## src/rtl/cfg_info_responder.sv

```systemverilog
// cfg_info_responder: read-only configuration discovery responder.
// The elaborated core configuration is flattened into a constant table of
// 32-bit words. Single indexed reads use a valid/ready request/response
// channel, and a dump mode streams the whole table in index order.
// Optional feature macro: CFG_INFO_WORLDGUARD_EN. When it is defined, a
// WorldGuard word is inserted at index 7 and the checksum moves to index 8.

package config_pkg;

  // Subset of the core configuration that is reported by the responder.
  typedef struct packed {
    logic [31:0] XLEN;
    logic [31:0] PLEN;
    logic [31:0] VLEN;
    logic [31:0] FLen;
    logic        RVA;
    logic        RVB;
    logic        RVC;
    logic        RVD;
    logic        RVF;
    logic        RVH;
    logic        RVS;
    logic        RVU;
    logic        RVV;
    logic        ZKN;
    logic        RVZCB;
    logic        RVZCMP;
    logic        RVZiCond;
    logic        RVZicntr;
    logic        RVZihpm;
    logic        CvxifEn;
    logic        FpPresent;
    logic        MmuPresent;
    logic        DebugEn;
    logic        SuperscalarEn;
    logic [31:0] ICACHE_LINE_WIDTH;
    logic [31:0] ICACHE_INDEX_WIDTH;
    logic [31:0] ICACHE_SET_ASSOC;
    logic [31:0] DCACHE_LINE_WIDTH;
    logic [31:0] DCACHE_INDEX_WIDTH;
    logic [31:0] DCACHE_SET_ASSOC;
    logic [31:0] NR_SB_ENTRIES;
    logic [31:0] NrPMPEntries;
    logic [31:0] DataTlbEntries;
    logic [31:0] InstrTlbEntries;
    logic [31:0] NrWbPorts;
    logic [31:0] NrIssuePorts;
    logic [31:0] NrCommitPorts;
    logic [31:0] WG_MWID_LIST;
    logic [31:0] WG_ID_WIDTH;
    logic        WgSHWGEn;
    logic        WgSSWGEn;
    logic        WgSMWGEn;
  } cva6_cfg_t;

  localparam cva6_cfg_t cva6_cfg_empty = '0;

endpackage

module cfg_info_responder #(
  parameter config_pkg::cva6_cfg_t CVA6Cfg  = config_pkg::cva6_cfg_empty,
  parameter int unsigned           IdxWidth = 4
) (
  input  logic                clk_i,
  input  logic                rst_i,
  input  logic                req_valid_i,
  output logic                req_ready_o,
  input  logic [IdxWidth-1:0] req_idx_i,
  input  logic                dump_start_i,
  output logic                rsp_valid_o,
  input  logic                rsp_ready_i,
  output logic [31:0]         rsp_data_o,
  output logic [IdxWidth-1:0] rsp_idx_o,
  output logic                rsp_err_o,
  output logic                rsp_last_o,
  output logic                dump_busy_o
);

  // ---------------------------------------------------------------------
  // Constant word table, built at elaboration; every field is truncated
  // to the width of its slot.
  // ---------------------------------------------------------------------
  localparam logic [31:0] W0 = 32'h43564136;
  localparam logic [31:0] W1 = {CVA6Cfg.FLen[7:0], CVA6Cfg.VLEN[7:0],
                                CVA6Cfg.PLEN[7:0], CVA6Cfg.XLEN[7:0]};
  localparam logic [31:0] W2 = {12'h000,
                                CVA6Cfg.SuperscalarEn, CVA6Cfg.DebugEn,
                                CVA6Cfg.MmuPresent, CVA6Cfg.FpPresent,
                                CVA6Cfg.CvxifEn, CVA6Cfg.RVZihpm,
                                CVA6Cfg.RVZicntr, CVA6Cfg.RVZiCond,
                                CVA6Cfg.RVZCMP, CVA6Cfg.RVZCB,
                                CVA6Cfg.ZKN, CVA6Cfg.RVV,
                                CVA6Cfg.RVU, CVA6Cfg.RVS,
                                CVA6Cfg.RVH, CVA6Cfg.RVF,
                                CVA6Cfg.RVD, CVA6Cfg.RVC,
                                CVA6Cfg.RVB, CVA6Cfg.RVA};
  localparam logic [31:0] W3 = {CVA6Cfg.ICACHE_LINE_WIDTH[15:0],
                                CVA6Cfg.ICACHE_INDEX_WIDTH[7:0],
                                CVA6Cfg.ICACHE_SET_ASSOC[7:0]};
  localparam logic [31:0] W4 = {CVA6Cfg.DCACHE_LINE_WIDTH[15:0],
                                CVA6Cfg.DCACHE_INDEX_WIDTH[7:0],
                                CVA6Cfg.DCACHE_SET_ASSOC[7:0]};
  localparam logic [31:0] W5 = {CVA6Cfg.NR_SB_ENTRIES[7:0],
                                CVA6Cfg.NrPMPEntries[7:0],
                                CVA6Cfg.DataTlbEntries[7:0],
                                CVA6Cfg.InstrTlbEntries[7:0]};
  localparam logic [31:0] W6 = {8'h00, CVA6Cfg.NrWbPorts[7:0],
                                CVA6Cfg.NrIssuePorts[7:0],
                                CVA6Cfg.NrCommitPorts[7:0]};

`ifdef CFG_INFO_WORLDGUARD_EN
  localparam int unsigned NumWords = 9;
  localparam logic [31:0] W7 = {8'h00, CVA6Cfg.WG_MWID_LIST[7:0],
                                CVA6Cfg.WG_ID_WIDTH[7:0], 5'h00,
                                CVA6Cfg.WgSHWGEn, CVA6Cfg.WgSSWGEn,
                                CVA6Cfg.WgSMWGEn};
  localparam logic [31:0] W8 = W0 ^ W1 ^ W2 ^ W3 ^ W4 ^ W5 ^ W6 ^ W7;
`else
  localparam int unsigned NumWords = 8;
  localparam logic [31:0] W7 = W0 ^ W1 ^ W2 ^ W3 ^ W4 ^ W5 ^ W6;
`endif

  // Table lookup; indices past the table read as zero.
  function automatic logic [31:0] word_at(input logic [IdxWidth-1:0] idx);
    case (32'(idx))
      32'd0:   return W0;
      32'd1:   return W1;
      32'd2:   return W2;
      32'd3:   return W3;
      32'd4:   return W4;
      32'd5:   return W5;
      32'd6:   return W6;
      32'd7:   return W7;
`ifdef CFG_INFO_WORLDGUARD_EN
      32'd8:   return W8;
`endif
      default: return 32'h0;
    endcase
  endfunction

  typedef enum logic [1:0] {
    IDLE = 2'd0,
    RSP  = 2'd1,
    DUMP = 2'd2
  } state_e;

  state_e              state_q, state_d;
  logic                rsp_valid_q, rsp_valid_d;
  logic [31:0]         rsp_data_q, rsp_data_d;
  logic [IdxWidth-1:0] rsp_idx_q, rsp_idx_d;
  logic                rsp_err_q, rsp_err_d;
  logic                rsp_last_q, rsp_last_d;
  logic                dump_busy_q, dump_busy_d;

  logic                rsp_hs;
  logic                req_in_range;
  logic [IdxWidth-1:0] idx_inc;

  assign rsp_hs       = rsp_valid_q & rsp_ready_i;
  assign req_in_range = 32'(req_idx_i) < NumWords;
  // The dump walks the table using the index register it reports.
  assign idx_inc      = rsp_idx_q + IdxWidth'(1);

  // State register plus the registered response outputs.
  always_ff @(posedge clk_i) begin
    if (rst_i) begin
      state_q     <= IDLE;
      rsp_valid_q <= 1'b0;
      rsp_data_q  <= 32'h0;
      rsp_idx_q   <= '0;
      rsp_err_q   <= 1'b0;
      rsp_last_q  <= 1'b0;
      dump_busy_q <= 1'b0;
    end else begin
      state_q     <= state_d;
      rsp_valid_q <= rsp_valid_d;
      rsp_data_q  <= rsp_data_d;
      rsp_idx_q   <= rsp_idx_d;
      rsp_err_q   <= rsp_err_d;
      rsp_last_q  <= rsp_last_d;
      dump_busy_q <= dump_busy_d;
    end
  end

  // Next-state selection; a dump request wins over a single read in IDLE.
  always_comb begin
    state_d = state_q;
    case (state_q)
      IDLE: begin
        if (dump_start_i) begin
          state_d = DUMP;
        end else if (req_valid_i) begin
          state_d = RSP;
        end
      end
      RSP: begin
        if (rsp_hs) begin
          state_d = IDLE;
        end
      end
      DUMP: begin
        if (rsp_hs && rsp_last_q) begin
          state_d = IDLE;
        end
      end
      default: state_d = IDLE;
    endcase
  end

  // Next values of the response registers; everything holds while stalled.
  always_comb begin
    rsp_valid_d = rsp_valid_q;
    rsp_data_d  = rsp_data_q;
    rsp_idx_d   = rsp_idx_q;
    rsp_err_d   = rsp_err_q;
    rsp_last_d  = rsp_last_q;
    dump_busy_d = dump_busy_q;
    case (state_q)
      IDLE: begin
        if (dump_start_i) begin
          rsp_valid_d = 1'b1;
          rsp_idx_d   = '0;
          rsp_data_d  = W0;
          rsp_err_d   = 1'b0;
          rsp_last_d  = 1'b0;
          dump_busy_d = 1'b1;
        end else if (req_valid_i) begin
          rsp_valid_d = 1'b1;
          rsp_idx_d   = req_idx_i;
          rsp_data_d  = req_in_range ? word_at(req_idx_i) : 32'h0;
          rsp_err_d   = ~req_in_range;
          rsp_last_d  = 1'b0;
          dump_busy_d = 1'b0;
        end
      end
      RSP: begin
        if (rsp_hs) begin
          rsp_valid_d = 1'b0;
        end
      end
      DUMP: begin
        if (rsp_hs) begin
          if (rsp_last_q) begin
            rsp_valid_d = 1'b0;
            rsp_last_d  = 1'b0;
            dump_busy_d = 1'b0;
          end else begin
            rsp_idx_d  = idx_inc;
            rsp_data_d = word_at(idx_inc);
            rsp_last_d = (32'(idx_inc) == NumWords - 1);
          end
        end
      end
      default: ;
    endcase
  end

  assign req_ready_o = (state_q == IDLE);
  assign rsp_valid_o = rsp_valid_q;
  assign rsp_data_o  = rsp_data_q;
  assign rsp_idx_o   = rsp_idx_q;
  assign rsp_err_o   = rsp_err_q;
  assign rsp_last_o  = rsp_last_q;
  assign dump_busy_o = dump_busy_q;

endmodule

```

## config.mk

```make
export PLATFORM = sky130hd
export DESIGN_NAME = cfg_info_responder
export DESIGN_NICKNAME = d
export VERILOG_FILES = /design/src/rtl/cfg_info_responder.sv
export SDC_FILE = /design/constraint.sdc
export NUM_CORES = 1
export LEC_CHECK = 0
export BUFFER_PORTS_ARGS = -buffer_cell sky130_fd_sc_hd__buf_2
export CORE_MARGIN = 3
export CORE_UTILIZATION = 48
export CTS_CLUSTER_DIAMETER = 100
export DETAILED_ROUTE_END_ITERATION = 7
export GPL_TIMING_DRIVEN = 0
export PLACE_DENSITY = 0.88
export SLEW_MARGIN = 20
export SYNTH_ARGS = -nofsm -noshare
export SYNTH_HDL_FRONTEND = slang
export SYNTH_SLANG_ARGS = --single-unit
```

## constraint.sdc

```tcl
create_clock -name clk_i -period 4.3 [get_ports clk_i]
set_input_delay 0 -clock clk_i [delete_from_list [all_inputs] [get_ports clk_i]]
set_output_delay 0 -clock clk_i [all_outputs]
set_load 0.02 [all_outputs]
```

== After elaboration in Yosys (flattened, before gate mapping) ==
Memory sizes are Yosys's and may differ from the RTL's.
Index checks and enable logic that the tools add are counted.

* Register bits after elaboration: 42
* Bits in read-only memories: 208
* Bits in latches: 0
* Memories: 2
* Output and inout port bits: 41
* Word-level logic and storage cells: 66
* RAM bits: 0

{| class="wikitable"
|+ Memory list
! memory !! words !! bits a word !! read ports !! clocked after memory_dff !! wr ports !! line !! text
|-
| (name not given) || 8 || 13 || 1 || 0 || 0 || 125 || <nowiki>case (32'(idx))</nowiki>
|-
| (name not given) || 8 || 13 || 1 || 0 || 0 || 125 ||
|}

* Multiply operators: 0
* Shift-type cells: 0
* Bitwise gates (word level): 2
* Reductions and logical operators: 11
* Equality and inequality tests: 9
* $add $sub $neg: 1
* Div/mod/pow operators: 0
* Multiplexer cells: 33
* Magnitude comparators: 1

{| class="wikitable"
|+ Operators with widths
! kind !! count
|-
| 32-bit two-way mux || 7
|-
| 32-bit one-hot mux with 2 select lines || 1
|-
| 4-bit two-way mux || 4
|-
| 1-bit two-way mux || 12
|-
| 2-bit != test, second input constant || 5
|-
| 2-bit two-way mux || 4
|-
| 4-bit one-hot mux with 2 select lines || 1
|-
| 4-bit AND reduction || 2
|-
| 2-bit one-hot mux with 3 select lines || 1
|-
| 3-bit AND reduction || 2
|-
| 5-bit AND reduction || 1
|-
| 4-bit by 1-bit adder with 4-bit output, second input constant || 1
|-
| 4-bit by 3-bit == test with 1-bit output, second input constant || 1
|-
| 4-bit < comparator, second input constant || 1
|-
| 1-bit one-hot mux with 2 select lines || 2
|-
| 2-bit nonzero test || 2
|-
| 3-bit by 2-bit != test with 1-bit output, second input constant || 1
|-
| 1-bit one-hot mux with 3 select lines || 1
|-
| 3-bit nonzero test || 1
|-
| 2-bit by 1-bit == test with 1-bit output, second input constant || 1
|-
| 2-bit == test, second input constant || 1
|-
| 2-bit zero test || 1
|-
| 2-bit AND reduction || 1
|-
| 1-bit bitwise AND || 1
|-
| other kinds (2) || 2
|}

== Longest topological paths before layout ==
An unclocked memory read counts as a cell.

* Depth after elaboration: 6
* Mapped depth: 7

== Worst setup path after synthesis ==
OpenSTA, ideal clock, no wires.

* Path kind: register -> register
* Start point: register state_q[0]
* End point: register rsp_last_q, in the netlist rsp_last_o
* Required time: 4233 ps
* Setup slack: 2348 ps
* Setup time: 67 ps
* Data arrival time: 1884 ps
* Buffers on the path: 0
* Stages on the path, launching flop included: 7
* Cell sequence: dfxtp_1 inv_1 ha_1 nor3b_2 or4b_1 or3_1 a21oi_2

* Word-level cells in the longest chain between the ends: 3
* Elaborated cells between the ends (all ways): 7
* Classes of those cells: 3 x eq/ne; 1 x mux; 3 x reduce/logical

{| class="wikitable"
|+ Ends and longest elaborated chain
! element !! line !! text
|-
| start, declared || 147 || <nowiki>state_e state_q, state_d;</nowiki>
|-
| start signal, assigned || 175 || <nowiki>state_q <= state_d;</nowiki>
|-
| 2-bit zero test * || -- ||
|-
| named net req_ready_o || 67 || <nowiki>output logic req_ready_o,</nowiki>
|-
| 3-bit by 2-bit != test with 1-bit output (no source line) / 2-bit nonzero test (equally long branches) || -- ||
|-
| 3-bit AND reduction (no source line) || -- ||
|-
| end signal, assigned || 180 || <nowiki>rsp_last_q <= rsp_last_d;</nowiki>
|-
| end, declared || 152 || <nowiki>logic rsp_last_q, rsp_last_d;</nowiki>
|}

Mark *: on every way through the listed nets, which the timed path passes. The rest lies on a longest branch.
A chain may end at the register's enable or synchronous reset.

== Final worst setup path ==
* Start point: register state_q[0]
* End point: register rsp_last_q, in the netlist rsp_last_o

* Word-level cells in the longest chain between the ends: 3
* Elaborated cells between the ends (all ways): 7
* Classes of those cells: 3 x eq/ne; 1 x mux; 3 x reduce/logical

{| class="wikitable"
|+ Ends and longest elaborated chain
! element !! line !! text
|-
| 2-bit == test / 2-bit zero test (equally long branches) || 218 || <nowiki>case (state_q)</nowiki>
|-
| 2-bit != test (no source line), or another cell as far along || -- ||
|-
| 3-bit AND reduction (no source line) || -- ||
|}

Several ways; a longest one is shown, not always the timed one.

==> impl_metrics.csv <==
group,metric,value,unit
run_status,status,"finished clean",
final_layout,diodes,0,
critical_path,arrival,2.23,ns
timing,fin_crit_sh,0.469,
placement,place_area,0.00121,mm^2
critical_path,cp-end-kind,"flip-flop",
global_routing,antenna_found_initial,0,
synthesis,synthTopCellsByCount,"buf_4, dfxtp_1, ha_1, o21ai_0",
timing,setup_viol,0,
timing,rsz0062_at_grt,"false",
global_routing,grt_pass1_wl,3490,um
die,fp.dieH,50.9,um
synthesis,synth_area,967,um^2
routing,drtIter0Drc,22,
timing,worstMarginPinSlew,0.535,ns
final_layout,syn_to_final_growth,29.0,%
power_and_ir_drop,p_leak,0.000661,uW
synthesis,synth_top_area_share,0.241,
power_and_ir_drop,power.density,359,mW/mm^2
routing,wire_per_inst,11.2,um
synthesis,synthCells,116,
synthesis,synth_edf_count,0,
worst_hold_path,hp-class,"input port to flip-flop",
synthesis,synth-seq-cells,11,
critical_path,cp_max_fo,8,
final_layout,final_nets,185,
cts,cts_tree,"yes",
critical_path,reg2reg_slack,2.28,ns
die,fp.coreArea,0.00182,mm^2
power_and_ir_drop,irDropWorstVdd,0.000232,V
global_routing,grt_max_degree,15,
synthesis,synth_mux_area_frac,0.0103,
critical_path,crit_path_end,"rsp_last_o",
synthesis,synth_top_cell_by_area,"buf_4",
timing,hold_viol,0,
die,die-area,0.00259,mm^2
timing,fin_setup_tns,0,ns
routing,vias,934,
critical_path,r2r_cells,6,
global_routing,grt_pass1_vias,839,
worst_hold_path,worstHoldPathCells,3,
timing,max_freq,0.496,GHz
routing,drcViolationCount,0,
final_layout,drive_gt1_frac,0.405,
timing,slew_headroom,0.642,
placement,place.gp.congestion,0.791,
synthesis,async_flop_share,0,
timing,slew_violations,0,
critical_path,startpoint,"state_q[0]",
run,maxCapViolations,0,
synthesis,ys_warn_count,0,
die,rows,15,
cts,clock_latency,0.28,ns
global_routing,gr-total-overflow,0,
global_routing,grt_use_total,0.174,
synthesis,synth_top_family_by_area,"buffers and inverters",
placement,port_buffers,29,
synthesis,yosys.area_share.simple,0.175,
placement,post-dp-hpwl,1650,um
timing,skew,0.00222,ns
cts,clk_pin_slew,0.08,ns
routing,vias_per_cell,4.84,
routing,antenna_left,0,
routing,drtPass1Iterations,4,
synthesis,yosysMostFrequentCell,"buf_4",
die,start_util,0.531,
synthesis,syn_avg_cell_area,8.34,um^2
die,ios,50,
critical_path,startpoint_type,"flip-flop",
power_and_ir_drop,total_power,448,uW
cts,cts_resized,0,
synthesis,synthAdderAreaFrac,0.0906,
cts,clk_path_buf_depth,2,
synthesis,synth-compound-area-share,0.219,
critical_path,timing.rr.start,"state_q[0]",
synthesis,yosys-top-cells-area,"buf_4, dfxtp_1, ha_1",
final_layout,final_cell_area,0.00125,mm^2
critical_path,required,4.51,ns
routing,drt_wl_total,2170,um
synthesis,synthFlopType,"dfxtp_1",
die,die_w,50.9,um
worst_hold_path,hp-start,"req_valid_i",
synthesis,synth_cell_types,39,
cts,cts_root_buffer,"clkbuf_4",
timing,fin_crit,2.02,ns
cts,cts.sinks,11,
critical_path,critical_path_class,"flip-flop to flip-flop",
cts,htree_num_levels,1,
critical_path,rr_endpoint,"rsp_last_o",
synthesis,yosysSeqAreaShare,0.228,
synthesis,synthXorXnorAreaFrac,0.00906,
cts,cts_made_buffers,3,
[worst max-delay path, stage by stage, from the launching register on]
cell and delay [ns]:
dfxtp_1 0.39, inv_1 0.08, ha_1 0.28, nor3b_2 0.24, or4b_1 0.50, or3_1 0.33
a21oi_2 0.13
[metal layers]
| layer | global-route usage | up-vias | part of all wire |
|---|---|---|---|
| met5 | 0 | - | 0 |
| met3 | 0.0350 | 7 | 0.10 |
| li1 | - | 466 | - |
| met4 | 0.0987 | 0 | 0.024 |
| met2 | 0.315 | 50 | 0.48 |
| met1 | 0.185 | 411 | 0.39 |
[metrics by stage]
stage	hold slack [ns]	worst slack [ns]	instances	util
floorplan	0.141	2.35	134	-
global placement	0.269	2.37	188	0.665
detailed placement	0.277	2.30	188	0.665
CTS	0.00793	2.28	193	0.685
global route	0.0273	2.17	193	0.685
finish	0.00522	2.28	193	0.685
[layout make-up]
cell class | count | area [um^2]
plain buffers | 34 | 245
well taps | 25 | 31.3
fillers | 163 | 573
multi-input cells | 86 | 558
flip-flops and latches | 11 | 220
inverters | 3 | 11.3
repair buffers | 30 | 155
clock buffers | 4 | 26.3
[cells in the final DEF, fill, tap and decap left out, types with 3 or more instances in the layout]
cell	n
buf_2	30
dfxtp_1	11
o21ai_0	7
ha_1	7
nor2_1	6
inv_1	3
clkbuf_4	3
clkbuf_1	3
nand2_1	5
nor2b_1	4
a21oi_1	6
buf_4	31
conb_1	19
[logic make-up (layout without fill, tap and decap cells)]
family / count (synthesis) / count (layout)
other: 1 / 19
DFF: 11 / 11
and+or+nand+nor: 29 / 29
buffers and inverters: 37 / 71
muxes: 1 / 1
adders and majority gates: 7 / 7
AOI/OAI and AO/OA: 29 / 29
xor gates and xnor gates: 1 / 1
[sequential cells by signal, indices dropped and copies added, names as in the netlist]
| register | count |
|---|---|
| rsp_last_o | 1 |
| rsp_valid_o | 1 |
| rsp_data_o | 1 |
| state_q | 2 |
| rsp_err_o | 1 |
| rsp_idx_o | 4 |
| dump_busy_o | 1 |
[where the power goes]
part / switching (uW) / leakage, uW / internal, uW / total [uW]
registers: 19.7 / 0.0000904 / 115 / 135
clock network: 39.6 / 0.0000150 / 36.0 / 75.6
logic: 133 / 0.000555 / 104 / 237
[how the worst min path moves through the flow]
stage	endpoint	slack, ns
finish	state_q[0]	0.005
global route	rsp_idx_o[2]	0.03
CTS	state_q[0]	0.008
detailed placement	rsp_data_o[25]	0.28
global placement	rsp_data_o[25]	0.27
floorplan	rsp_idx_o[2]	0.14
[timing repair]
action / CTS / global route
buffers inserted: 0 / 0
endpoints found under the hold margin: 1 / 0
hold buffers: 1 / 0
Power figures use the tool's default switching activity.
